--- src/rtl/bcd_countdown_timer_if.sv ---
// Control and status bundle between the keypad/controller FSM and the BCD
// countdown timer. The controller side is the master and the timer is the slave.
interface bcd_countdown_timer_if #(
    parameter int MIN_DIGITS = 2
);
    localparam int W = 4 * (MIN_DIGITS + 2);

    logic         loadn;      // synchronous active-low parallel load
    logic [W-1:0] data;       // parallel load value, digit0 = seconds-ones
    logic         shift_en;   // keypad digit entry strobe
    logic [3:0]   key_digit;  // keypad digit value
    logic         en;         // count enable (magnetron on)
    logic [W-1:0] count;      // current BCD value
    logic         zero;       // count == 0
    logic         tc;         // terminal count = en & zero
    logic         done;       // one-cycle completion pulse

    modport master (
        output loadn, data, shift_en, key_digit, en,
        input  count, zero, tc, done
    );

    modport slave (
        input  loadn, data, shift_en, key_digit, en,
        output count, zero, tc, done
    );
endinterface

--- src/rtl/bcd_countdown_timer.sv ---
// Multi-digit BCD countdown timer (MM:SS style) for the microwave controller.
// Digit order from the LSB: seconds-ones, seconds-tens, then MIN_DIGITS
// minute digits. Supports parallel load with clamping, keypad digit-shift
// entry, prescaled countdown with phase-preserving pause, and a registered
// completion pulse.
module bcd_countdown_timer #(
    parameter int MIN_DIGITS   = 2,
    parameter int SEC_TENS_MOD = 6,
    parameter int PRESCALE     = 1
) (
    input logic                clock,
    input logic                clear,
    bcd_countdown_timer_if.slave bus
);
    localparam int NUM_DIGITS = MIN_DIGITS + 2;
    localparam int W          = 4 * NUM_DIGITS;
    localparam int PS_W       = (PRESCALE > 1) ? $clog2(PRESCALE) : 1;

    localparam logic [PS_W-1:0] PS_LAST   = PS_W'(PRESCALE - 1);
    localparam logic [3:0]      TENS_WRAP = 4'(SEC_TENS_MOD - 1);

    logic [W-1:0]    count_q, count_d;
    logic [PS_W-1:0] ps_q, ps_d;
    logic            done_q, done_d;
    logic            zero;
    logic [W-1:0]    count_dec;

    // Force every digit above 9 down to 9; valid digits pass through.
    function automatic logic [W-1:0] clamp_digits(input logic [W-1:0] value);
        logic [W-1:0] result;
        result = value;
        for (int i = 0; i < NUM_DIGITS; i++) begin
            if (value[i*4 +: 4] > 4'd9)
                result[i*4 +: 4] = 4'd9;
        end
        return result;
    endfunction

    // One BCD decrement with a borrow chain starting at seconds-ones.
    // Seconds-tens wraps to SEC_TENS_MOD-1, every other digit wraps to 9.
    // A non-canonical seconds-tens (>= SEC_TENS_MOD) just decrements.
    function automatic logic [W-1:0] bcd_decrement(input logic [W-1:0] value);
        logic [W-1:0] result;
        logic         borrow;
        result = value;
        borrow = 1'b1;
        for (int i = 0; i < NUM_DIGITS; i++) begin
            if (borrow) begin
                if (value[i*4 +: 4] != 4'd0) begin
                    result[i*4 +: 4] = value[i*4 +: 4] - 4'd1;
                    borrow           = 1'b0;
                end else begin
                    result[i*4 +: 4] = (i == 1) ? TENS_WRAP : 4'd9;
                end
            end
        end
        return result;
    endfunction

    assign zero      = (count_q == '0);
    assign count_dec = bcd_decrement(count_q);

    // Next-state selection: load beats shift, shift beats countdown.
    always_comb begin
        // NOTE: every variable gets a default before any branch so the
        // combinational block never holds a value, which would infer a latch.
        count_d = count_q;
        ps_d    = ps_q;
        done_d  = 1'b0;
        if (!bus.loadn) begin
            count_d = clamp_digits(bus.data);
            ps_d    = '0;
        end else if (bus.shift_en && !bus.en && (bus.key_digit <= 4'd9)) begin
            count_d = {count_q[W-5:0], bus.key_digit};
            ps_d    = '0;
        end else if (bus.en && !zero) begin
            if (ps_q == PS_LAST) begin
                count_d = count_dec;
                ps_d    = '0;
                done_d  = (count_dec == '0);
            end else begin
                ps_d = ps_q + PS_W'(1);
            end
        end
    end

    // State registers with asynchronous clear; all digits update together.
    always_ff @(posedge clock or posedge clear) begin
        // NOTE: sequential state uses non-blocking assignments so every
        // register samples the pre-edge values and updates on the same edge.
        if (clear) begin
            count_q <= '0;
            ps_q    <= '0;
            done_q  <= 1'b0;
        end else begin
            count_q <= count_d;
            ps_q    <= ps_d;
            done_q  <= done_d;
        end
    end

    assign bus.count = count_q;
    assign bus.zero  = zero;
    assign bus.tc    = bus.en & zero;
    assign bus.done  = done_q;
endmodule
--- src/flat_wrapper.sv ---
// flat-port wrapper written by rule: the top's interface ports become plain ports
module bcd_countdown_timer_flat 
#(
    parameter int MIN_DIGITS   = 2,
    parameter int SEC_TENS_MOD = 6,
    parameter int PRESCALE     = 1
)
  (clock, clear, bus_loadn, bus_data, bus_shift_en, bus_key_digit, bus_en, bus_count, bus_zero, bus_tc, bus_done);
  bcd_countdown_timer_if #(.MIN_DIGITS(MIN_DIGITS)) bus_i ();
  input logic clock;
  input logic clear;
  input wire logic [$bits(bus_i.loadn)-1:0] bus_loadn;
  input wire logic [$bits(bus_i.data)-1:0] bus_data;
  input wire logic [$bits(bus_i.shift_en)-1:0] bus_shift_en;
  input wire logic [$bits(bus_i.key_digit)-1:0] bus_key_digit;
  input wire logic [$bits(bus_i.en)-1:0] bus_en;
  output wire logic [$bits(bus_i.count)-1:0] bus_count;
  output wire logic [$bits(bus_i.zero)-1:0] bus_zero;
  output wire logic [$bits(bus_i.tc)-1:0] bus_tc;
  output wire logic [$bits(bus_i.done)-1:0] bus_done;
  assign bus_i.loadn = bus_loadn;
  assign bus_i.data = bus_data;
  assign bus_i.shift_en = bus_shift_en;
  assign bus_i.key_digit = bus_key_digit;
  assign bus_i.en = bus_en;
  assign bus_count = bus_i.count;
  assign bus_zero = bus_i.zero;
  assign bus_tc = bus_i.tc;
  assign bus_done = bus_i.done;
  bcd_countdown_timer #(.MIN_DIGITS(MIN_DIGITS), .SEC_TENS_MOD(SEC_TENS_MOD), .PRESCALE(PRESCALE)) u_core (.clock(clock), .clear(clear), .bus(bus_i));
endmodule
--- config.mk ---
export PLATFORM = sky130hd
export DESIGN_NAME = bcd_countdown_timer_flat
export DESIGN_NICKNAME = d
export VERILOG_FILES = /design/src/rtl/bcd_countdown_timer_if.sv /design/src/rtl/bcd_countdown_timer.sv /design/src/flat_wrapper.sv
export SDC_FILE = /design/constraint.sdc
export NUM_CORES = 1
export LEC_CHECK = 0
export CORE_UTILIZATION = 45
export CTS_CLUSTER_DIAMETER = 50
export DETAILED_ROUTE_END_ITERATION = 7
export PLACE_DENSITY = 0.78
export SYNTH_ARGS = -nofsm -noshare
export SYNTH_HDL_FRONTEND = slang
export SYNTH_SLANG_ARGS = --single-unit
--- constraint.sdc ---
create_clock -name clock -period 2.71 [get_ports clock]
set_input_delay 0.271 -clock clock [delete_from_list [all_inputs] [get_ports clock]]
set_output_delay 0.271 -clock clock [all_outputs]
set_load 0.03 [all_outputs]
-- Word level (Yosys, flattened, before mapping)
Cells that the tools add are included.
- bits in registers: 18
- input port bits: 25
- output and inout bits: 19
- add/sub/neg operators: 5
- order comparisons: 5
- eq/ne operators: 2
- muxes and demuxes: 28
- bitwise logic cells: 1
- reductions and logical operators: 12
- operators by type and width (kind ; number):
    $mux W16 ; 4
    $mux W4 ; 11
    $logic_not A16 Y1 ; 2
    $gt A4 B4 Y1 const B ; 4
    $reduce_bool A4 Y1 ; 4
    $sub A4 B1 Y4 const B ; 4
    $mux W1 ; 13
    $le A4 B4 Y1 const B ; 1
    $logic_and A1 B1 Y1 ; 3
    $ne A3 B1 Y1 const B ; 1
    $ne A3 B3 Y1 const B ; 1
    $logic_not A1 Y1 ; 2
    $reduce_and A2 Y1 ; 1
    $add A1 B1 Y1 const B ; 1
    $and A1 B1 Y1 ; 1

-- Logic depth before layout (Yosys ltp)
Gate-level depths: netlist of run 1.
- depth after elaboration: 11
- depth in mapped cells: 7
- gate-level depth less buffers: 5

-- Least setup slack after synthesis of run 1
Ideal clock, no wire load.
- path type: register -> output
- from: register u_core.count_q[9] (netlist: u_core.bus.count[9])
- to: output port bus_zero
- data arrival time: 2.257 ns
- setup slack: 0.182 ns
- cell stages (with the launch flop): 6
- cell sequence: dfrtp_1 clkdlybuf4s15_2 or4_4 nor2_4 nand2_1 nor3_1
- longest elaborated chain between the ends: 1
- ends and longest elaborated chain (what ; line ; RTL):
    start: declaration ; bcd_countdown_timer.sv:22 ; logic [W-1:0] count_q, count_d;
    start signal: assignment ; bcd_countdown_timer.sv:96 ; count_q <= count_d;
    $logic_not A16 Y1 ; bcd_countdown_timer.sv:60 ; assign zero = (count_q == '0);
    end: declaration ; flat_wrapper.sv:18 ; output wire logic [$bits(bus_i.zero)-1:0] bus_zero;
No other way between the ends.

-- Final worst setup path of run 1
- from: register u_core.count_q[2] (netlist: u_core.bus.count[2])
- to: output port bus_zero
Same word-level chain as after synthesis.

==> flow_summary.yaml, run 1 <==
timing:
  min_period_over_period: 0.910
  slew_headroom: 0.214
  hold_viol: 0
  setup_tns_ns: 0
  setup_viol_count_final: 0
  fin_skew_ns: 0.00245
  rsz0062_at_grt: "no"
  worst_slew_pin_slew_ns: 1.17
  maxSlewViolCount: 0
  period_needed_ns: 2.47
  fmax_mhz: 405
global_routing:
  antenna_found_initial: 0
  overflow: 0
  track_usage: 0.286
  grt_pass1_wl_um: 7220
  grt_pass1_vias: 1568
  grt_max_degree: 21
worst_setup_path:
  end_kind: "output port"
  critical_path_class: "reg -> out"
  crit_fanout: 4
  critPathBufInv: 1
  path_delay_family: "simple AND/OR/NAND/NOR gates"
  cp_cell_sequence: "or4_1 > nor3_2 > nand2_1 > nor3_1 > dlygate4sd2_1"
  r2r-end: "u_core.bus.count[9]"
  r2r_start: "u_core.bus.count[4]"
  rrSetupSlack_ns: 0.35
  start_kind: "register"
  crit_start: "u_core.bus.count[2]"
  slowest_stage: "or4_1"
  worstPathArrival_ns: 2.20
  crit_required_ns: 2.44
  slowest_delay_ns: 0.61
  r2r_cells: 6
synth:
  synth-seq-cells: 17
  ys_warn_count: 0
  synth_edf_count: 0
  synthCells: 173
  netlist_top_cells_area: "dfrtp_1 30%, nor2_1 5.1%, o21ai_0 4.3%, nand2_1 4.0%, nor3_1 3.9%"
  syn-cell-area_mm2: 0.00140
  ys_types: 53
  synth_nets: 198
  synth-async-reset-ratio: 1.00
  synth_top_area_frac: 0.304
  ys_seq_area_frac: 0.304
  ys.flop_type: "dfrtp_1"
  synth.largest_area_cell: "dfrtp_1"
  postSynthAreaPerCell_um2: 8.09
cells_and_area:
  register_area_um2: 425
  multiInputGateArea_um2: 863
  final_area_mm2: 0.00193
  final_common_cell: "clkdlybuf4s50_1"
  layout_common_cells: "41 x clkdlybuf4s50_1, 19 x nor2_1, 17 x dfrtp_1"
  area_growth_pct: 38.1
  final_util: 0.677
  final_layout_size_suffix_gt1_frac: 0.134
  insertedDiodeCount: 0
  fillCellCount: 242
  fin_nets: 250
clock_tree:
  cts-root-buf: "clkbuf_4"
  cts_setup_buffers: 0
  clock_path_buffers: 2
  clkSlewWorstSetupHoldPaths_ns: 0.11
  postCtsHoldBufs: 0
  cts_tree: "built"
  worstSkewPairLatency_ns: 0.31
  htree_levels: 1
  cts_inserted_buffers: 3
  cts_sinks: 17
route:
  viasPerCell: 6.32
  first_iter_violations: 85
  vias: 1612
  dr.pass1.iters: 6
  postRouteAntennaNets: 0
  route.detailed.drc: 2
  wl_per_cell_um: 17.1
  drt-total-wl_um: 4370
die:
  initial_core_util: 0.490
  fp.dieArea_mm2: 0.00334
  rows: 19
  core_mm2: 0.00285
  ios: 44
  die_h_um: 57.8
  die_w_um: 57.8
power_and_ir_drop:
  power_density_mw_per_mm2: 475
  ir_drop_mv: 0.244
  leakage_nw: 0.761
placement:
  gp_congestion: 0.879
  dp_hpwl_um: 3230
  placed_area_mm2: 0.00190
  portBuffers: 43
outcome:
  violations: "design-rule violations"
  outcome: "finished, violations left"
min_path:
  worstHoldPathType: "in -> async"
flow_run:
  cap_violations: 0
report_power, final:
part           leakage [nW]  internal (W)  switching, W
Combinational         0.539      0.000196      0.000252
Clock                0.0150     0.0000576     0.0000917
Sequential            0.207      0.000287     0.0000328
Total                 0.761      0.000541      0.000376
layer usage:
metal,wire length (µm),track usage
met1,1840,0.371
met2,2110,0.472
met3,373,0.0357
met4,46,0.139
met5,0,0
cell usage after synthesis (all sizes together) (3+ instances only):
| master | number |
|---|---|
| a32oi | 3 |
| o21a | 4 |
| dfrtp | 17 |
| nor3 | 12 |
| nor2 | 20 |
| nor4 | 3 |
| o211ai | 3 |
| a21oi | 4 |
| o31ai | 5 |
| buf | 3 |
| a211oi | 3 |
| o21ai | 13 |
| or4 | 5 |
| inv | 8 |
| clkbuf | 8 |
| nand2 | 15 |
| a31oi | 8 |
| nand3 | 4 |
through the flow:
| stage | hold slack [ns] | instances | power (W) | worst slack [ns] |
|---|---|---|---|---|
| 6_report | 0.354 | 255 | 0.000917 | 0.244 |
| 5_1_grt | 0.408 | 255 | 0.000966 | 0.100 |
| 4_1_cts | 0.383 | 255 | 0.000912 | 0.144 |
| 3_5_place_dp | 0.622 | 251 | 0.000767 | 0.204 |
| 3_3_place_gp | 0.612 | 251 | 0.000756 | 0.257 |
| 2_1_floorplan | 0.197 | 173 | 0.000574 | 0.182 |
kinds of logic after synthesis:
family	after synthesis	share of synthesized area
flip-flops	17	0.304
AND/OR/NAND/NOR	68	0.249
multiplexers	3	0.0224
AO/OA/AOI/OAI	63	0.330
XOR/XNOR	2	0.0125
buffers and inverters	20	0.0823
what timing repair did:
item / in CTS / in global routing
pin swaps: 0 / 0
setup endpoints to repair: 2 / 1
resized for setup: 2 / 1
endpoints found under the hold margin: 0 / 0
registers in the layout (all words and copies together) (netlist names):
| signal | flops |
|---|---|
| u_core.bus.count | 16 |
| u_core.bus.done | 1 |
how the worst max path moves through the flow:
stage	cells past startpoint	endpoint
2_1_floorplan	5	bus_zero
3_3_place_gp	5	bus_zero
3_5_place_dp	5	bus_zero
4_1_cts	5	bus_zero
5_1_grt	5	bus_zero
6_report	5	bus_zero
cell type report:
| cell class | count | share of cell area |
|---|---|---|
| clock buffers | 4 | 0.0136 |
| flip-flops and latches | 17 | 0.220 |
| inverters | 8 | 0.0155 |
| multi-input cells | 136 | 0.447 |
| well taps | 31 | 0.0201 |
| repair buffers | 59 | 0.284 |
Note: power is estimated with default switching activity, not from simulation.
==> inputs of run 2 (changes only) <==
--- a/config.mk
+++ b/config.mk
@@ -8,6 +8,7 @@
 export CORE_UTILIZATION = 45
 export CTS_CLUSTER_DIAMETER = 50
 export DETAILED_ROUTE_END_ITERATION = 7
+export HOLD_SLACK_MARGIN = 0.03
 export PLACE_DENSITY = 0.78
 export SYNTH_ARGS = -nofsm -noshare
 export SYNTH_HDL_FRONTEND = slang
==> results of run 2 <==
The final DEF is identical to that of run 1; final timing and power are the same.
==> patch 1 (flow settings as in run 2) <==
`MIN_DIGITS` is set to 2 in 3 places; all go to 4.
--- a/src/rtl/bcd_countdown_timer_if.sv
+++ b/src/rtl/bcd_countdown_timer_if.sv
@@ -1,7 +1,7 @@
 // Control and status bundle between the keypad/controller FSM and the BCD
 // countdown timer. The controller side is the master and the timer is the slave.
 interface bcd_countdown_timer_if #(
-    parameter int MIN_DIGITS = 2
+    parameter int MIN_DIGITS = 4
 );
     localparam int W = 4 * (MIN_DIGITS + 2);
 
--- a/src/rtl/bcd_countdown_timer.sv
+++ b/src/rtl/bcd_countdown_timer.sv
@@ -4,7 +4,7 @@
 // entry, prescaled countdown with phase-preserving pause, and a registered
 // completion pulse.
 module bcd_countdown_timer #(
-    parameter int MIN_DIGITS   = 2,
+    parameter int MIN_DIGITS   = 4,
     parameter int SEC_TENS_MOD = 6,
     parameter int PRESCALE     = 1
 ) (
--- a/src/flat_wrapper.sv
+++ b/src/flat_wrapper.sv
@@ -1,7 +1,7 @@
 // flat-port wrapper written by rule: the top's interface ports become plain ports
 module bcd_countdown_timer_flat 
 #(
-    parameter int MIN_DIGITS   = 2,
+    parameter int MIN_DIGITS   = 4,
     parameter int SEC_TENS_MOD = 6,
     parameter int PRESCALE     = 1
 )
Ports: changed (resized bus_count and bus_data); port bits go from 44 to 60. No check against the original RTL was run, so the function may have changed too.
==> patch 1 against run 2 <==
Total power increased by 43%. Cell count increased by 53%. Synthesized area grew 55%. Synthesized cell count up 57%. Global-route usage rose by 1.4 points. Count of clock-buffer cells in the layout did not move. Clock skew about the same. Wire length grew 66%. Fmax grew 6.8%. Setup slack better by 160 ps. Sequential cell count rose by 8. Design area increased by 53%. Register-to-register slack better by 50 ps. Worst hold slack worse by 9.5 ps. Critical endpoint unchanged. Largest cell class unchanged. Largest power group unchanged.
==> patch 1: results <==
outcome:
  status: "finished clean"
place:
  gp_congestion: 0.922
  place_area_um2: 2910
  dpl_worst_slack_ps: 340
  hpwl_um: 5130
  port-buffer-count: 59
clock_tree:
  cts_root_buffer: "clkbuf_8"
  htreeDepth: 1
  clk_latency_ps: 280
  cts_inserted_buffers: 3
  cts.path.max_buffers: 2
  clkTransAtPathRegs_ps: 90
synth:
  synth_ff_type: "dfrtp_1"
  async_flop_share_pct: 100
  ys_types: 67
  synth_fp_nets: 305
  synth-seq-area-share_pct: 28.8
  synthTopCellsByArea: "dfrtp_1, o21ai_0, nand2_1"
  yosys_warnings: 0
  synthTopCellsByCount: "o21ai_0, dfrtp_1, nand2_1, nor2_1, nor3_1"
critical_path:
  crit_path_max_fanout: 7
  reg2regPathDepth: 6
  critPathSlowestCell: "dfrtp_1"
  max_stage_delay_ps: 470
  crit_start: "u_core.bus.count[5]$_DFFE_PP0P_"
  worstPathArrival_ps: 2040
  path_delay_family: "simple AND/OR/NAND/NOR gates"
drt:
  via_per_inst: 6.62
  dr.first_iter.drc_count: 265
  drt-wirelength-per-cell_um: 18.6
  drtPass1Iterations: 5
cells_and_area:
  largest_register_ffs: 24
  finalNetCount: 371
  drive_gt1_share_pct: 12.8
  diodes: 0
global_route:
  grt_max_degree: 41
  grt_pass1_vias: 2360
  antenna_found_initial: 0
  grt_pass1_wl_um: 12000
  grt_usage_pct: 30.0
worst_hold_path:
  min_path_type: "input pin to asynchronous set/reset pin"
timing:
  tightest_slew_ps: 713
  final.setup_skew_ps: 2.68
pwr:
  ir_drop_mv: 0.326
  p_per_area_nw_per_um2: 442
  leakage_nw: 1.15
## patch 1: cell types whose count changed in the layout (fill, tap and decap cells not counted), moves of 6 or more
cell | before | now
dfrtp_1 | 17 | 25
clkdlybuf4s50_1 | 41 | 57
nor3_1 | 10 | 16
nand2_1 | 15 | 24
o21ai_0 | 12 | 27
## patch 1: layer usage
layer	vias up	track usage (%)	wire length (µm)
met1	1221	44.2	3210
li1	1195	-	-
met3	17	4.92	586
met5	-	0	0
met4	0	8.28	133
met2	141	45.6	3310
## patch 1: final cells by class
type	instances	area (µm²)
multi-input cells	217	1420
inverters	10	37.5
fillers	408	1540
clock buffers	4	45.0
flip-flops and latches	25	626
well taps	52	65.1
repair buffers	81	773
## patch 1: cells by family (layout without fill, tap and decap cells)
logic type,after synthesis,in the layout,synth area share [%]
flip-flops,25,25,28.8
buffers and inverters,30,95,6.04
multiplexers,1,1,0.461
XOR/XNOR,1,1,0.403
AO/OA/AOI/OAI,109,109,36.6
AND/OR/NAND/NOR,106,106,27.7
## patch 1: final timing paths
kind / endpoint / slack, ps
min in group clock: u_core.bus.count[20]$_DFFE_PP0P_ / 550
setup / recovery: bus_zero / 400
hold / removal: u_core.bus.count[8]$_DFFE_PP0P_ / 340
setup reg to reg: u_core.bus.count[13]$_DFFE_PP0P_ / 400
hold reg to reg: u_core.bus.count[20]$_DFFE_PP0P_ / 550
max in group asynchronous: u_core.bus.count[4]$_DFFE_PP0P_ / 2100
## patch 1: per-stage QoR
step	cells	utilization, %	hold WS (ps)
after floorplan	272	-	298
after global placement	385	64.7	534
after detailed placement	385	64.7	534
after CTS	389	65.7	359
after global routing	389	65.8	393
final	389	65.8	344
## patch 1: report_power, final
part | leakage (nW) | internal (mW) | switching (mW)
registers | 0.299 | 0.416 | 0.0767
logic | 0.833 | 0.254 | 0.325
clock network | 0.0228 | 0.106 | 0.131
## patch 1: worst reg2reg max path: stages, from the launching register on
cell and delay [ps]:
dfrtp_1 470, nor4_4 470, nand4_4 160, buf_4 240, o31a_1 490, and3_1 250
o22ai_1 150
## patch 1: timing repair
action,in CTS,in global routing
setup buffers,0,0
resized for setup,0,2
endpoints found under the setup margin,0,2
